--- src/rtl/mem_arb_pkg.sv ---
// Shared encodings for the byte-serial memory port arbiter: FSM states,
// requester IDs and word geometry.
package mem_arb_pkg;

    typedef enum logic [1:0] {
        IDLE = 2'd0,
        XFER = 2'd1,
        DONE = 2'd2
    } state_t;

    typedef enum logic {
        REQ_IF = 1'b0,
        REQ_D  = 1'b1
    } req_id_t;

    localparam int WORD_BYTES = 4;
    localparam int CNT_W      = $clog2(WORD_BYTES);

endpackage

--- src/rtl/arb_pick.sv ---
// Combinational winner select between fetch and data requesters.
// ARB_ROUND_ROBIN_EN: when defined, a pointer picks the preferred side on contention.
module arb_pick
    import mem_arb_pkg::*;
(
    input  logic    if_req,
    input  logic    d_req,
`ifdef ARB_ROUND_ROBIN_EN
    input  req_id_t ptr,
`endif
    output logic    valid,
    output req_id_t winner
);

    always_comb begin
        valid  = if_req | d_req;
        winner = REQ_IF;
        if (d_req && !if_req) begin
            winner = REQ_D;
        end else if (d_req && if_req) begin
`ifdef ARB_ROUND_ROBIN_EN
            winner = ptr;
`else
            winner = REQ_D;
`endif
        end
    end

endmodule

--- src/rtl/mem_port_arbiter.sv ---
// Shares one byte-wide big-endian memory between fetch and load/store; each
// grant becomes four byte accesses, MSB first. ARB_ROUND_ROBIN_EN selects round-robin.
module mem_port_arbiter
    import mem_arb_pkg::*;
#(
    parameter int ADDR_W = 16
) (
    input  logic              clk,
    input  logic              rst_n,
    input  logic              if_req,
    input  logic [31:0]       if_addr,
    output logic [31:0]       if_rdata,
    output logic              if_ack,
    input  logic              d_req,
    input  logic              d_we,
    input  logic [31:0]       d_addr,
    input  logic [31:0]       d_wdata,
    output logic [31:0]       d_rdata,
    output logic              d_ack,
    output logic [ADDR_W-1:0] mem_addr,
    output logic              mem_we,
    output logic [7:0]        mem_wdata,
    input  logic [7:0]        mem_rdata,
    output logic              busy
);

    localparam logic [CNT_W-1:0] LAST_CNT = CNT_W'(WORD_BYTES - 1);

    state_t            state_reg;
    logic [CNT_W-1:0]  cnt_reg;
    req_id_t           id_reg;
    logic [ADDR_W-1:0] base_reg;
    logic              we_reg;
    logic [31:0]       wdata_reg;
    logic [7:0]        asm_reg [WORD_BYTES-1];
    logic [31:0]       if_rdata_reg;
    logic [31:0]       d_rdata_reg;

    logic    pick_valid;
    req_id_t pick_winner;

    // Request address bits above the memory width are deliberately ignored.
    logic unused_addr_hi;
    assign unused_addr_hi = ^{if_addr[31:ADDR_W], d_addr[31:ADDR_W]};

`ifdef ARB_ROUND_ROBIN_EN
    req_id_t ptr_reg;

    arb_pick u_pick (
        .if_req (if_req),
        .d_req  (d_req),
        .ptr    (ptr_reg),
        .valid  (pick_valid),
        .winner (pick_winner)
    );
`else
    arb_pick u_pick (
        .if_req (if_req),
        .d_req  (d_req),
        .valid  (pick_valid),
        .winner (pick_winner)
    );
`endif

    logic [7:0] wbyte [WORD_BYTES];
    for (genvar gi = 0; gi < WORD_BYTES; gi++) begin : g_wbyte
        assign wbyte[gi] = wdata_reg[8*(WORD_BYTES-1-gi) +: 8];
    end

    always_ff @(posedge clk or negedge rst_n) begin
        if (!rst_n) begin
            state_reg    <= IDLE;
            cnt_reg      <= '0;
            id_reg       <= REQ_D;
            base_reg     <= '0;
            we_reg       <= 1'b0;
            wdata_reg    <= '0;
            if_rdata_reg <= '0;
            d_rdata_reg  <= '0;
            for (int i = 0; i < WORD_BYTES - 1; i++) begin
                asm_reg[i] <= '0;
            end
`ifdef ARB_ROUND_ROBIN_EN
            ptr_reg      <= REQ_D;
`endif
        end else begin
            case (state_reg)
                IDLE: begin
                    if (pick_valid) begin
                        id_reg    <= pick_winner;
                        base_reg  <= (pick_winner == REQ_D) ? d_addr[ADDR_W-1:0]
                                                            : if_addr[ADDR_W-1:0];
                        we_reg    <= (pick_winner == REQ_D) && d_we;
                        wdata_reg <= d_wdata;
                        cnt_reg   <= '0;
                        state_reg <= XFER;
                    end
                end
                XFER: begin
                    // The final byte goes straight into the visible word so it
                    // only changes once the whole word is assembled.
                    if (!we_reg) begin
                        if (cnt_reg != LAST_CNT) begin
                            asm_reg[cnt_reg] <= mem_rdata;
                        end else if (id_reg == REQ_D) begin
                            d_rdata_reg <= {asm_reg[0], asm_reg[1], asm_reg[2], mem_rdata};
                        end else begin
                            if_rdata_reg <= {asm_reg[0], asm_reg[1], asm_reg[2], mem_rdata};
                        end
                    end
                    cnt_reg <= cnt_reg + 1'b1;
                    if (cnt_reg == LAST_CNT) begin
                        state_reg <= DONE;
                    end
                end
                DONE: begin
                    state_reg <= IDLE;
`ifdef ARB_ROUND_ROBIN_EN
                    ptr_reg   <= (ptr_reg == REQ_D) ? REQ_IF : REQ_D;
`endif
                end
                default: state_reg <= IDLE;
            endcase
        end
    end

    assign busy      = (state_reg != IDLE);
    assign if_ack    = (state_reg == DONE) && (id_reg == REQ_IF);
    assign d_ack     = (state_reg == DONE) && (id_reg == REQ_D);
    assign mem_addr  = (state_reg == XFER) ? base_reg + ADDR_W'(cnt_reg) : '0;
    assign mem_we    = (state_reg == XFER) && we_reg;
    assign mem_wdata = ((state_reg == XFER) && we_reg) ? wbyte[cnt_reg] : '0;
    assign if_rdata  = if_rdata_reg;
    assign d_rdata   = d_rdata_reg;

endmodule

--- config.mk ---
export PLATFORM = sky130hd
export DESIGN_NAME = mem_port_arbiter
export DESIGN_NICKNAME = d
export VERILOG_FILES = /design/src/rtl/mem_arb_pkg.sv /design/src/rtl/arb_pick.sv /design/src/rtl/mem_port_arbiter.sv
export SDC_FILE = /design/constraint.sdc
export NUM_CORES = 1
export LEC_CHECK = 0
export BUFFER_PORTS_ARGS = -buffer_cell sky130_fd_sc_hd__clkbuf_2
export CAP_MARGIN = 10
export CORE_MARGIN = 2
export CORE_UTILIZATION = 45
export DETAILED_ROUTE_END_ITERATION = 8
export HOLD_SLACK_MARGIN = 0.06
export PLACE_DENSITY = 0.72
export SYNTH_ARGS = -nofsm -noshare
export SYNTH_HDL_FRONTEND = slang
export SYNTH_SLANG_ARGS = --single-unit
--- constraint.sdc ---
create_clock -name clk -period 4.5 [get_ports clk]
set_input_delay 0.225 -clock clk [delete_from_list [all_inputs] [get_ports clk]]
set_output_delay 0.225 -clock clk [all_outputs]
set_load 0.01 [all_outputs]
==> results of run 1 <==
-- report_power, final --
| part | leakage (nW) | total [mW] | internal, mW | switching, mW |
|---|---|---|---|---|
| sequential | 1.70 | 2.40 | 1.93 | 0.475 |
| combinational | 1.99 | 2.17 | 1.08 | 1.09 |
| clock | 0.282 | 1.39 | 0.846 | 0.543 |
| total | 3.97 | 5.96 | 3.85 | 2.11 |
-- path summary, 6_finish.rpt --
check                                 from           to  slack, ps  cells after the start
max in group asynchronous            rst_n  asm_reg[23]       2890                      3
worst min register to register   wbyte[15]    wbyte[15]        470                      2
min in group asynchronous            rst_n  d_rdata[20]        450                      2
worst min-delay path                  d_we       we_reg         80                      2
worst max-delay path            cnt_reg[0]  mem_addr[6]       1560                      6
worst max register to register  cnt_reg[0]  d_rdata[21]       1850                      4
-- cells in the mapped netlist --
master / number
o31ai_1: 1
inv_1: 6
o311ai_0: 1
nor4b_1: 1
or3_1: 3
o41ai_1: 1
a21o_1: 1
nor3_2: 1
o21a_1: 1
nand2_1: 123
fa_1: 1
nor2_1: 11
mux2_2: 86
dfstp_2: 1
xnor2_1: 7
nor3_1: 1
clkbuf_1: 14
a22o_1: 1
a32o_1: 1
mux4_2: 8
o21ai_0: 22
nor4_1: 4
nor3b_4: 1
and3b_1: 1
nand4_1: 2
a21oi_1: 4
nand4_4: 1
and2b_4: 1
nor3b_1: 1
and2_1: 3
nand2b_1: 2
buf_6: 3
buf_2: 8
or2_2: 1
mux2_1: 2
and3_1: 8
xor2_1: 3
ha_1: 6
mux2i_1: 16
and2_4: 1
nand3b_2: 1
dfrtp_1: 141
nand3_1: 4
-- kinds of logic (layout without fill, tap and decap cells) --
logic type | count (synthesis) | count (layout)
xor gates and xnor gates | 10 | 10
muxes | 112 | 112
AOI/OAI and AO/OA | 33 | 33
adders and majority gates | 7 | 7
DFF | 142 | 142
and+or+nand+nor | 171 | 171
buffers and inverters | 31 | 242
-- area by class of cell --
class                   instances  area share
clock buffers                  19      0.0561
inverters                       6     0.00279
repair buffers                204       0.149
clock inverters                13      0.0169
multi-input cells             333       0.308
well taps                     176      0.0273
flip-flops and latches        142       0.440
-- critical path: stages (launching register included) --
cell      delay [ps]
dfrtp_1          800
ha_1             330
fa_1             270
nand3_1          190
or3_1            360
a21oi_1          180
clkbuf_2         170
-- routing by layer --
layer / vias to the layer above / share of wire / GRT usage
li1: 2128 / - / -
met1: 2204 / 0.43 / 0.249
met2: 177 / 0.48 / 0.345
met3: 20 / 0.070 / 0.0663
met4: 0 / 0.014 / 0.0740
met5: - / 0 / 0
-- what timing repair did --
item / 4_1_cts / 5_1_grt
endpoints found under the hold margin: 122 / 0
hold buffers: 33 / 0
gates resized for setup: 0 / 0
buffers inserted: 0 / 0
==> metrics.txt, run 1 <==
initial drt markers 203; final setup fails 0; Final HPWL DP 9220 µm; Adder-Cell Fraction of Synth Area 0.0154; CTS Buf Count 17; GRT overflow 0; Leak 3.97 nW; layout cells sized above 1 0.427; status complete, no violations; largest net degree at the start of global routing 93; initial cell density of the core 0.463; Design Power 5.96 mW; gp weighted congestion 0.795; die area 14700 µm²; Hold Slack 83.9 ps; Multi-input gate area 2490 µm²; Tightest Pin Transition 1100 ps; leading cell types in the layout, fill and taps excluded 167 x clkbuf_2, 141 x dfrtp_1, 123 x nand2_1; GRT Util Overall 0.206; DP Cell Count 828; Worst Path Required 4280 ps; drt total wl 14200 µm; die height 121 µm; CTS tree built; Clock Latency Late Sink 420 ps; Final Cycle Share 0.654; multiplexer share of the synthesized area 0.215; root buf cell clkbuf_16; WS Path Type reg2out; max_cap viols 0; fin nets 820; Setup crit end kind primary output; Synth Cell Area 6180 µm²; Worst slew margin 0.264; first drt pass iteration count 4; Synth area leaders dfrtp_1 57%, mux2_2 16%, nand2_1 7.5%, mux4_2 2.9%, mux2i_1 2.6%; final hold vios 0; Mapped Cells 506; Worst Setup Slack, final 1560 ps; drt wl/cell 15.9 µm; Syn Area/Cell 12.2 µm²; Clock Skew 8.12 ps; ANT cells 0; Non-Filler Instances 893; die width 121 µm; post-synthesis net count 622; XOR/XNOR Fraction of Synth Area 0.0142; clk slew on worst S/H paths 60 ps; Final Critical Period 2940 ps; CTS Buffer Depth 2; post-synthesis compound-gate area fraction 0.0306; initial antenna violation count 0; Layout Utilization 0.605; synth unique cells 43; RSZ-0062 raised after global routing no; Worst Hold Class in2reg; sum of negative setup slack 0 ps; Synth Register Bits 142; largest family of logic cells by synthesized area multiplexers; DRC viols 0; Antenna Nets Post-Route 0; largest area contributor in the netlist dfrtp_1; first-pass GRT wire length 23200 µm; simple-gate share of the synthesized area 0.126; share of the synthesized area in the top cell type 0.571; vias post-DR 4529; average vias per placed instance 5.07; register area share after synthesis 0.575; htree depth 4; Reg area 3550 µm²; number of cell rows 42; dpl cell area 7160 µm²; vias in the first global route 4698; commonest non-fill, non-tap cell in the layout clkbuf_2; area grow syn2layout 30.6%; Cell Pwr Density 738 nW/µm²; IO Count 201; Startpoint Class flip-flop; critical path arrival 2720 ps; core area 13300 µm²; Slew Viols, Final 0; Fmax 340 MHz; CTS Sinks 142; synth warn 0; fill count 1101; VDD IR max 342 µV; # port buffers 168; Placement Setup Slack 1790 ps; CP Max Fanout 14; Design Area, Final 8080 µm²
(Power assumes the default switching activity.)
==> run 2, diff against run 1 <==
--- a/config.mk
+++ b/config.mk
@@ -11,7 +11,7 @@
 export CORE_UTILIZATION = 45
 export DETAILED_ROUTE_END_ITERATION = 8
 export HOLD_SLACK_MARGIN = 0.06
-export PLACE_DENSITY = 0.72
+export PLACE_DENSITY = 0.75
 export SYNTH_ARGS = -nofsm -noshare
 export SYNTH_HDL_FRONTEND = slang
 export SYNTH_SLANG_ARGS = --single-unit
==> constraint.sdc (replaced) <==
create_clock -name clk -period 2.6 [get_ports clk]
set_input_delay 0.13 -clock clk [delete_from_list [all_inputs] [get_ports clk]]
set_output_delay 0.13 -clock clk [all_outputs]
set_load 0.01 [all_outputs]
==> metrics.txt, run 2 (synthesis gave the netlist of run 1 again) <==
status complete, no violations; Non-Filler Instances 945; initial drt markers 251; Worst slew margin 0.540; root buf cell clkbuf_16; Buf/Inv on CP 1; Clock Skew 9.26 ps; CP Max Fanout 6; VDD IR max 588 µV; fin nets 872; drt total wl 15400 µm; Antenna Nets Post-Route 0; Clock Power Share 0.258; final setup fails 0; clk slew on worst S/H paths 60 ps; GRT Util Overall 0.221; vias post-DR 4815; Critical Path Source cnt_reg[0]; CP Depth 7; Multi-input gate area 2500 µm²; Setup crit end kind primary output; gp weighted congestion 0.793; Max stage delay on crit path 440 ps; initial cell density of the core 0.463; CTS Sinks 142; Pint 7.24 mW; # port buffers 168; fill count 988; critical path arrival 2250 ps; Design Area, Final 8710 µm²; DP Cell Count 836; max_cap viols 0; Final Cycle Share 0.916; die width 121 µm; vias in the first global route 5072; leading cell types in the layout, fill and taps excluded 167 x clkbuf_2, 140 x dfrtp_1, 123 x nand2_1; dpl cell area 7240 µm²; Worst Path Required 2470 ps; DRC viols 0; Tightest Pin Transition 687 ps; Top delay family on crit path adder cells; area grow syn2layout 40.8%; ANT cells 0; commonest non-fill, non-tap cell in the layout clkbuf_2; first drt pass iteration count 4; GRT overflow 0; Final HPWL DP 9600 µm; first-pass GRT wire length 24800 µm; layout cells sized above 1 0.411; reg2reg path depth 5; switch share 0.341; Startpoint Class flip-flop; RSZ-0062 raised after global routing no; Fmax 420 MHz; largest net degree at the start of global routing 64; die area 14700 µm²; htree depth 4; Final Critical Period 2380 ps; die height 121 µm; sum of negative setup slack 0 ps; Clock Latency Late Sink 420 ps; CTS Buf Count 17; IO Count 201; number of cell rows 42; combinational power share 0.366; crit path capture mem_addr[10]; CP Cell Sequence ha_1 -> fa_1 -> nand3_1 -> nor4_2 -> xnor2_1 -> nor2_1 -> clkbuf_2; Reg area 3560 µm²; final hold vios 0; sequential power share 0.376; WS Path Type reg2out; r2r startpoint state_reg[1]; Cell Pwr Density 1260 nW/µm²; Worst Setup Slack, final 219 ps; average vias per placed instance 5.10; reg-to-reg slack, setup 680 ps; P_sw 3.74 mW; initial antenna violation count 0; Leak 4.25 nW; CP max-delay cell fa_1; Worst R2R End if_rdata[7]; Layout Utilization 0.652; core area 13300 µm²; CTS tree built; Worst Hold Class in2reg; CTS Buffer Depth 2; Slew Viols, Final 0; drt wl/cell 16.3 µm; Placement Setup Slack 475 ps
## run 2: worst min path at each step
stage               startpoint  slack [ps]  cells after the start            to
floorplan                rst_n        -170                      0    asm_reg[0]
global placement         rst_n         130                      1   d_rdata[17]
detailed placement       rst_n         140                      1  if_rdata[17]
CTS                      d_req         190                      3  state_reg[0]
global route             d_req         280                      3  state_reg[0]
finish                   d_req         230                      3  state_reg[0]
## run 2: layout make-up
class | instances | area share
Inverter | 6 | 0.00259
Sequential cell | 142 | 0.408
Multi-Input combinational cell | 333 | 0.287
Clock buffer | 19 | 0.0497
Tap cell | 176 | 0.0253
Clock inverter | 13 | 0.0297
Timing Repair Buffer | 256 | 0.198
## run 2: per-stage QoR
| stage | power, mW | hold WS (ps) |
|---|---|---|
| 2_1_floorplan | 6.50 | -166 |
| 3_3_place_gp | 7.81 | 131 |
| 3_5_place_dp | 8.03 | 144 |
| 4_1_cts | 11.0 | 192 |
| 5_1_grt | 11.7 | 275 |
| 6_report | 11.0 | 231 |
## run 2: tightest hold or removal path: cells and delay by family
family / cells / cell delay [ps]
AO/OA/AOI/OAI: 2 / 350
buffers and inverters: 1 / 130
## run 2: power groups by stage
| stage | clock network [mW] | registers, mW | logic, mW |
|---|---|---|---|
| 6_report | 2.83 | 4.13 | 4.02 |
| 2_1_floorplan | 0 | 4.17 | 2.33 |
| 3_3_place_gp | 0 | 4.06 | 3.75 |
| 3_5_place_dp | 0 | 4.17 | 3.86 |
| 4_1_cts | 2.89 | 4.14 | 3.99 |
| 5_1_grt | 2.97 | 4.27 | 4.43 |
## run 2: what timing repair did
action,4_1_cts,5_1_grt
setup endpoints to repair,0,5
setup buffers,0,2
gates resized for setup,0,2
hold buffers,75,0
endpoints found under the hold margin,143,0
## run 2: layer usage
| metal | up-vias | part of all wire | wire length [µm] | track usage |
|---|---|---|---|---|
| met5 | - | 0 | 0 | 0 |
| met4 | 0 | 0.019 | 287 | 0.0855 |
| met3 | 23 | 0.062 | 955 | 0.0569 |
| met2 | 192 | 0.51 | 7760 | 0.386 |
| met1 | 2360 | 0.41 | 6350 | 0.261 |
| li1 | 2240 | - | - | - |
